[src/rtl/uart_rx_fifo.sv]
// UART 8N1 receiver with a 2-FF pad synchroniser and a first-word-fall-through byte FIFO.
// Define UART_RX_PARITY_EN to add an even-parity bit between the data bits and the stop bit.
module uart_rx_fifo #(
  parameter int CLK_FREQ = 60000000,
  parameter int BAUD     = 115200,
  parameter int DEPTH    = 16
) (
  input  logic                     sys_clk,
  input  logic                     sys_rst,
  input  logic                     uart_rx,
  output logic [7:0]               rx_data,
  output logic                     rx_valid,
  input  logic                     rx_ready,
  output logic [$clog2(DEPTH):0]   rx_level,
  output logic                     frame_err,
  output logic                     overrun
);

  localparam int DIV  = (CLK_FREQ + BAUD / 2) / BAUD;
  localparam int HALF = DIV / 2;
  localparam int CW   = $clog2(DIV) + 1;
  localparam int AW   = $clog2(DEPTH);

`ifdef UART_RX_PARITY_EN
  typedef enum logic [2:0] {IDLE, START, DATA, PAR, STOP} state_t;
`else
  typedef enum logic [1:0] {IDLE, START, DATA, STOP} state_t;
`endif

  state_t          state;
  logic            sync_p0;
  logic            rxs;
  logic [CW-1:0]   timer;
  logic [2:0]      idx;
  logic [7:0]      shift;
  logic            tick;
  logic            push_req;
`ifdef UART_RX_PARITY_EN
  logic            parity_bad;
`endif

  logic [7:0]      mem [DEPTH];
  logic [AW-1:0]   wr_ptr;
  logic [AW-1:0]   rd_ptr;
  logic [AW:0]     count;
  logic            pop;
  logic            full;
  logic            do_push;

  // Stage p0/p1: pad synchroniser, idles high
  always_ff @(posedge sys_clk) begin
    if (sys_rst) begin
      sync_p0 <= 1'b1;
      rxs     <= 1'b1;
    end else begin
      sync_p0 <= uart_rx;
      rxs     <= sync_p0;
    end
  end

  // START waits half a bit to land mid start bit; every later state waits a full bit
  always_comb begin
    tick = (state == START) ? (timer == CW'(HALF - 1)) : (timer == CW'(DIV - 1));
  end

  // Frame decoder
  always_ff @(posedge sys_clk) begin
    if (sys_rst) begin
      state     <= IDLE;
      timer     <= '0;
      idx       <= '0;
      push_req  <= 1'b0;
      frame_err <= 1'b0;
`ifdef UART_RX_PARITY_EN
      parity_bad <= 1'b0;
`endif
    end else begin
      push_req  <= 1'b0;
      frame_err <= 1'b0;
      case (state)
        IDLE: begin
          timer <= '0;
          if (!rxs) state <= START;
        end
        START: begin
          if (tick) begin
            timer <= '0;
            idx   <= '0;
            state <= rxs ? IDLE : DATA;
          end else begin
            timer <= timer + CW'(1);
          end
        end
        DATA: begin
          if (tick) begin
            timer <= '0;
            idx   <= idx + 3'd1;
            if (idx == 3'd7) begin
`ifdef UART_RX_PARITY_EN
              state <= PAR;
`else
              state <= STOP;
`endif
            end
          end else begin
            timer <= timer + CW'(1);
          end
        end
`ifdef UART_RX_PARITY_EN
        PAR: begin
          if (tick) begin
            timer      <= '0;
            parity_bad <= (^shift) ^ rxs;
            state      <= STOP;
          end else begin
            timer <= timer + CW'(1);
          end
        end
`endif
        STOP: begin
          if (tick) begin
            timer <= '0;
            state <= IDLE;
`ifdef UART_RX_PARITY_EN
            if (rxs && !parity_bad) push_req <= 1'b1;
            else                    frame_err <= 1'b1;
`else
            if (rxs) push_req  <= 1'b1;
            else     frame_err <= 1'b1;
`endif
          end else begin
            timer <= timer + CW'(1);
          end
        end
        default: state <= IDLE;
      endcase
    end
  end

  // Shift register holds the byte until the push lands; the next frame cannot overwrite it sooner
  always_ff @(posedge sys_clk) begin
    if (state == DATA && tick) shift[idx] <= rxs;
  end

  always_comb begin
    pop     = rx_valid & rx_ready;
    full    = (count == (AW + 1)'(DEPTH));
    do_push = push_req & (!full | pop);
  end

  // FIFO stage: push lands one cycle after the stop-bit sample
  always_ff @(posedge sys_clk) begin
    if (sys_rst) begin
      wr_ptr  <= '0;
      rd_ptr  <= '0;
      count   <= '0;
      overrun <= 1'b0;
    end else begin
      overrun <= push_req & full & !pop;
      if (do_push) wr_ptr <= wr_ptr + AW'(1);
      if (pop)     rd_ptr <= rd_ptr + AW'(1);
      case ({do_push, pop})
        2'b10:   count <= count + (AW + 1)'(1);
        2'b01:   count <= count - (AW + 1)'(1);
        default: count <= count;
      endcase
    end
  end

  always_ff @(posedge sys_clk) begin
    if (do_push) mem[wr_ptr] <= shift;
  end

  assign rx_valid = (count != '0);
  assign rx_level = count;
  assign rx_data  = rx_valid ? mem[rd_ptr] : 8'h00;

endmodule

[config.mk]
export PLATFORM = sky130hd
export DESIGN_NAME = uart_rx_fifo
export DESIGN_NICKNAME = d
export VERILOG_FILES = /design/src/rtl/uart_rx_fifo.sv
export SDC_FILE = /design/constraint.sdc
export NUM_CORES = 1
export LEC_CHECK = 0
export BUFFER_PORTS_ARGS = -buffer_cell sky130_fd_sc_hd__buf_4
export CORE_ASPECT_RATIO = 0.8
export CORE_UTILIZATION = 55
export CTS_BUF_LIST = sky130_fd_sc_hd__clkbuf_4 sky130_fd_sc_hd__clkbuf_8
export CTS_CLUSTER_DIAMETER = 30
export DETAILED_ROUTE_END_ITERATION = 8
export HOLD_SLACK_MARGIN = 0.12
export PLACE_DENSITY = 0.82
export SLEW_MARGIN = 25
export SYNTH_ARGS = -nofsm -noshare
export SYNTH_HDL_FRONTEND = slang
export SYNTH_SLANG_ARGS = --single-unit
export TNS_END_PERCENT = 100
[constraint.sdc]
create_clock -name sys_clk -period 2.3 [get_ports sys_clk]
set_input_delay 0.46 -clock sys_clk [delete_from_list [all_inputs] [get_ports sys_clk]]
set_output_delay 0.46 -clock sys_clk [all_outputs]
set_load 0.1 [all_outputs]
Word-level counts from Yosys, hierarchy flattened
Memories as Yosys holds them, arrays and structs flattened. A register that Yosys moved wholly into a read port is not among the register bits.
Cells that the tools add are included.
{"block": "word_totals", "register_bits": 42, "mem_bits_rw": 128, "out_inout_bits": 16, "n_memories": 1}
{"block": "op_classes", "n_addsub": 6, "magnitude_cmp": 2, "n_eq_ne": 14, "muxes": 24, "bitwise_logic": 7, "reduce_logical": 12}
{"name": "mem", "depth": 16, "word_bits": 8, "read_ports": 1, "rd_ports_with_merged_regs": 1, "wr": 1, "line_no": "42", "text": "logic [7:0] mem [DEPTH];"}
{"cell": "11-bit one-hot mux with 2 select lines", "count": 1}
{"cell": "2-bit two-way mux", "count": 6}
{"cell": "11-bit by 1-bit adder with 11-bit output, second input constant", "count": 1}
{"cell": "11-bit by 10-bit equality test with 1-bit output, second input constant", "count": 1}
{"cell": "11-bit by 9-bit equality test with 1-bit output, second input constant", "count": 1}
{"cell": "11-bit two-way mux", "count": 1}
{"cell": "2-bit inequality test, second input constant", "count": 5}
{"cell": "5-bit one-hot mux with 2 select lines", "count": 1}
{"cell": "4-bit by 1-bit adder with 4-bit output, second input constant", "count": 2}
{"cell": "8-bit bitwise mux", "count": 1}
{"cell": "4-bit two-way mux", "count": 2}
{"cell": "8-bit two-way mux", "count": 1}
{"cell": "2-bit one-hot mux with 4 select lines", "count": 1}
{"cell": "2-bit equality test, second input constant", "count": 3}
{"cell": "1-bit two-way mux", "count": 6}
{"cell": "3-bit two-way mux", "count": 2}
{"cell": "3-bit one-hot mux with 2 select lines", "count": 1}
{"cell": "3-bit OR reduction", "count": 2}
{"cell": "5-bit by 1-bit adder with 5-bit output, second input constant", "count": 1}
{"cell": "5-bit equality test, second input constant", "count": 1}
{"cell": "5-bit AND reduction", "count": 1}
{"cell": "5-bit nonzero test", "count": 1}
{"cell": "5-bit by 1-bit subtractor with 5-bit output, second input constant", "count": 1}
{"cell": "1-bit AND", "count": 4}
{"cell": "13 further kinds", "count": 18}

Longest topological paths before layout
{"block": "depth", "ltp_word": 6, "ltp_mapped": 9}

Least setup slack after synthesis
No wires, ideal clock.
{"block": "synth_timing", "path_kind": "flip-flop to output port", "start": "register count[4] (netlist: rx_level[4])", "end": "output rx_data[6]", "arrival_time_ns": 3.644, "path_slack_ns": -1.804, "path_stages_with_launch": 5, "n_path_buf": 1, "path_cell_list": "dfxtp_1 -> clkbuf_1 -> or2_2 -> nand2_1 -> o22ai_1"}
{"block": "synth_via", "elab_chain_cells": 2}
{"element": "start, declared", "line_no": "45", "text": "logic [AW:0] count;"}
{"element": "start signal, assigned", "line_no": "163", "text": "2'b10: count <= count + (AW + 1)'(1);"}
{"element": "start signal, assigned", "line_no": "164", "text": "2'b01: count <= count - (AW + 1)'(1);"}
{"element": "start signal, assigned", "line_no": "165", "text": "default: count <= count;"}
{"element": "5-bit nonzero test", "line_no": "174", "text": "assign rx_valid = (count != '0);"}
{"element": "named net rx_valid", "line_no": "12", "text": "output logic rx_valid,"}
{"element": "8-bit two-way mux", "line_no": "176", "text": "assign rx_data = rx_valid ? mem[rd_ptr] : 8'h00;"}
{"element": "end, declared", "line_no": "11", "text": "output logic [7:0] rx_data,"}
The timed path passes the listed nets, and every way through them passes these cells.

==> impl_metrics.yaml <==
sta:
  slew_violations: 0
  clock_skew_ns: 0.0102
  finalHoldViolCount: 0
  rsz0062_at_grt: "yes"
  tightestPinTransition_ns: 0.622
  final-setup-viol-count: 9
  final.setup.worst_slack_ns: -0.365
  fin_tns_setup_ns: -2.66
  slew_headroom_pct: 58.6
  layout_min_cycle_time_ns: 2.67
  min_period_over_period_pct: 116
  timing.fmax_mhz: 375
synthesis:
  synthMuxAreaShare_pct: 13.2
  synth_cell_types: 55
  synth_top_family_by_area: "multiplexers"
  synth_compound_area_share_pct: 4.45
  synth_fa_ha_area_share_pct: 1.56
  synth_area_leaders: "edfxtp_1 (56%), dfxtp_1 (11%), mux4_2 (10%), mux2i_1 (2.5%), ha_1 (1.6%)"
  syn_area_um2: 7230
  netlist_instances: 444
  synth_xor_area_share_pct: 1.94
  ys_seq_elements: 174
  synthSimpleGateAreaFrac_pct: 10.2
  synth_edf_count: 136
  synthArstFlopShare_pct: 0
  syn_nets: 457
  yosysWarnings: 0
  synth_top_cells_by_count: "edfxtp_1 (136), dfxtp_1 (38), mux4_2 (32)"
  ys_dominant_reg_cell: "edfxtp_1"
  seq_area_frac_synth_pct: 67.0
  yosys.area.top_type: "edfxtp_1"
  synth.most_common_cell: "edfxtp_1"
  avgSynthCellArea_um2: 16.3
  yosysTopAreaCellShare_pct: 56.5
floorplan:
  fp-row-count: 37
  ios: 20
  die_area_um2: 13600
  die_h_um: 105
  start_util_pct: 56.4
  core_um2: 12800
  die_x_um: 130
global_route:
  grt_pass1_wl_um: 22500
  grt_pass1_vias: 4123
  grt_max_degree: 36
  antenna_found_initial: 0
  grt_usage_pct: 22.9
  overflow: 0
placed_design:
  gp_congestion: 0.793
  pre_cts_slack_ns: -0.0131
  placed_cells: 639
  dp_hpwl_um: 8800
  numPortBuffers: 19
power_and_ir_drop:
  p_comb_share_pct: 39.1
  netSwitchingPower_mw: 3.07
  power_switching_share_pct: 34.9
  power_density_nw_per_um2: 1030
  seq_power_share_pct: 39.4
  ir_drop_mv: 1.12
  power.internal_mw: 5.74
  p_leak_nw: 2.75
  power_frac_clock_pct: 21.5
drt:
  firstDrtPassIters: 5
  wl_um: 14000
  via_count: 3996
  ant_nets: 0
  wl_per_cell_um: 20.5
  drc: 0
  drt_first_iter_violations: 325
  routed_via_density: 5.88
layout:
  diodes: 0
  final_nets: 505
  multiInputGateArea_um2: 2490
  seq_area_um2: 4870
  fillers: 863
  drive_gt1_share_pct: 32.7
  stdcell_count: 680
  area_delta_synth_final_pct: 18.4
  finalCoreUtilization_pct: 66.8
setup_path:
  timing.rr.start: "rx_level[0]"
  path_max_fanout: 5
  criticalPathCategory: "reg -> out"
  critical_path_arrival_ns: 2.21
  worstSetupStartpointType: "flip-flop"
  crit_path_end_kind: "output port"
  required_ns: 1.84
  rr_worst_depth: 9
clocking:
  clk_latency_ns: 0.45
  cts_tree: "yes"
  clk_pin_slew_ns: 0.09
  cts-root-buf: "clkbuf_8"
  cts_made_buffers: 17
  clk_path_buf_depth: 2
  cts_sinks: 174
  hold_buffers: 0
  cts.htree.levels: 4
status:
  violations: "setup timing"
  outcome: "complete, but fails checks"
flow_run:
  cap_violations: 0
worst_hold_path:
  holdPathStages: 2
  min_from: "uart_rx"
  min_path_type: "in -> reg"
[through the flow]
stage	cell area (um2)	hold WS, ns	power [mW]
floorplan	7380	0.389	5.67
global placement	7870	0.392	6.25
detailed placement	7870	0.403	6.28
CTS	8540	0.177	8.76
global route	8560	0.184	9.12
finish	8560	0.198	8.81
[worst paths after layout]
| path | endpoint | slack [ns] |
|---|---|---|
| setup reg to reg | rx_level[2] | 0.09 |
| setup / recovery | rx_data[2] | -0.37 |
| hold reg to reg | rxs | 0.42 |
| hold / removal | sync_p0 | 0.20 |
[sequential cells by signal, summed over array words and instances (netlist names), named ones only]
name and count:
shift 8, state 1, push_req 1, wr_ptr 4, mem 128, rd_ptr 4, frame_err 1, overrun 1
rx_level 5, timer 11, rxs 1, idx 3, sync_p0 1
[worst max-delay path: stages, from the launching register on]
cell	delay [ns]
dfxtp_4	0.42
buf_12	0.13
buf_16	0.13
mux4_2	0.49
mux2i_1	0.19
buf_4	0.15
o22ai_4	0.07
buf_12	0.18
[layout make-up]
| cell class | instances | area share [%] |
|---|---|---|
| tap | 175 | 2.56 |
| multi-input combinational | 240 | 29.1 |
| clock inverter | 12 | 1.01 |
| timing repair buffer | 52 | 7.15 |
| sequential | 174 | 56.9 |
| inverter | 7 | 0.307 |
| clock buffer | 20 | 3.07 |
[power by group through the flow]
stage | combinational [mW] | clock [mW] | sequential (mW)
3_5_place_dp | 2.75 | 0 | 3.53
2_1_floorplan | 1.96 | 0 | 3.70
6_report | 3.44 | 1.90 | 3.47
3_3_place_gp | 2.72 | 0 | 3.53
5_1_grt | 3.60 | 2.04 | 3.49
4_1_cts | 3.36 | 1.93 | 3.47
[routing by layer]
layer	up-vias	global-route usage [%]	part of all wire, %	wire length, um
li1	1855	-	-	-
met2	115	36.4	51	7110
met5	-	0	0	0
met4	0	9.39	1.1	153
met1	2016	30.9	43	5970
met3	10	4.81	5.3	735
[kinds of logic (layout without fill, tap and decap cells)]
kind of cell / after synthesis / count (layout)
and+or+nand+nor: 121 / 121
xor gates and xnor gates: 16 / 16
buffers and inverters: 30 / 91
adders and majority gates: 9 / 9
AOI/OAI and AO/OA: 40 / 40
muxes: 54 / 54
DFF: 174 / 174
[cell usage in the layout, fill, tap and decap left out, types with 4 or more instances in the layout]
cell and n:
o211ai_1 7, nor2b_1 5, nand3_1 7, nor4_1 7, nor3_1 16, o22ai_4 8, edfxtp_1 136, mux2i_2 7
nand2b_1 7, nand2_1 9, ha_1 8, clkbuf_8 18, buf_12 13, mux2i_1 10, xor2_1 7, inv_6 4
and2_1 5, dfxtp_4 6, buf_6 5, and4_1 5, xnor2_1 8, and3_1 13, mux4_2 32, dfxtp_1 32
nor4b_1 5, inv_1 7, buf_4 32, nor2_1 20
[what timing repair did]
action / in CTS / in global routing
gates resized for setup: 43 / 9
pin swaps: 8 / 6
cloned: 3 / 0
endpoints found under the setup margin: 10 / 11
buffers inserted: 7 / 1
Power figures use the tool's default switching activity.
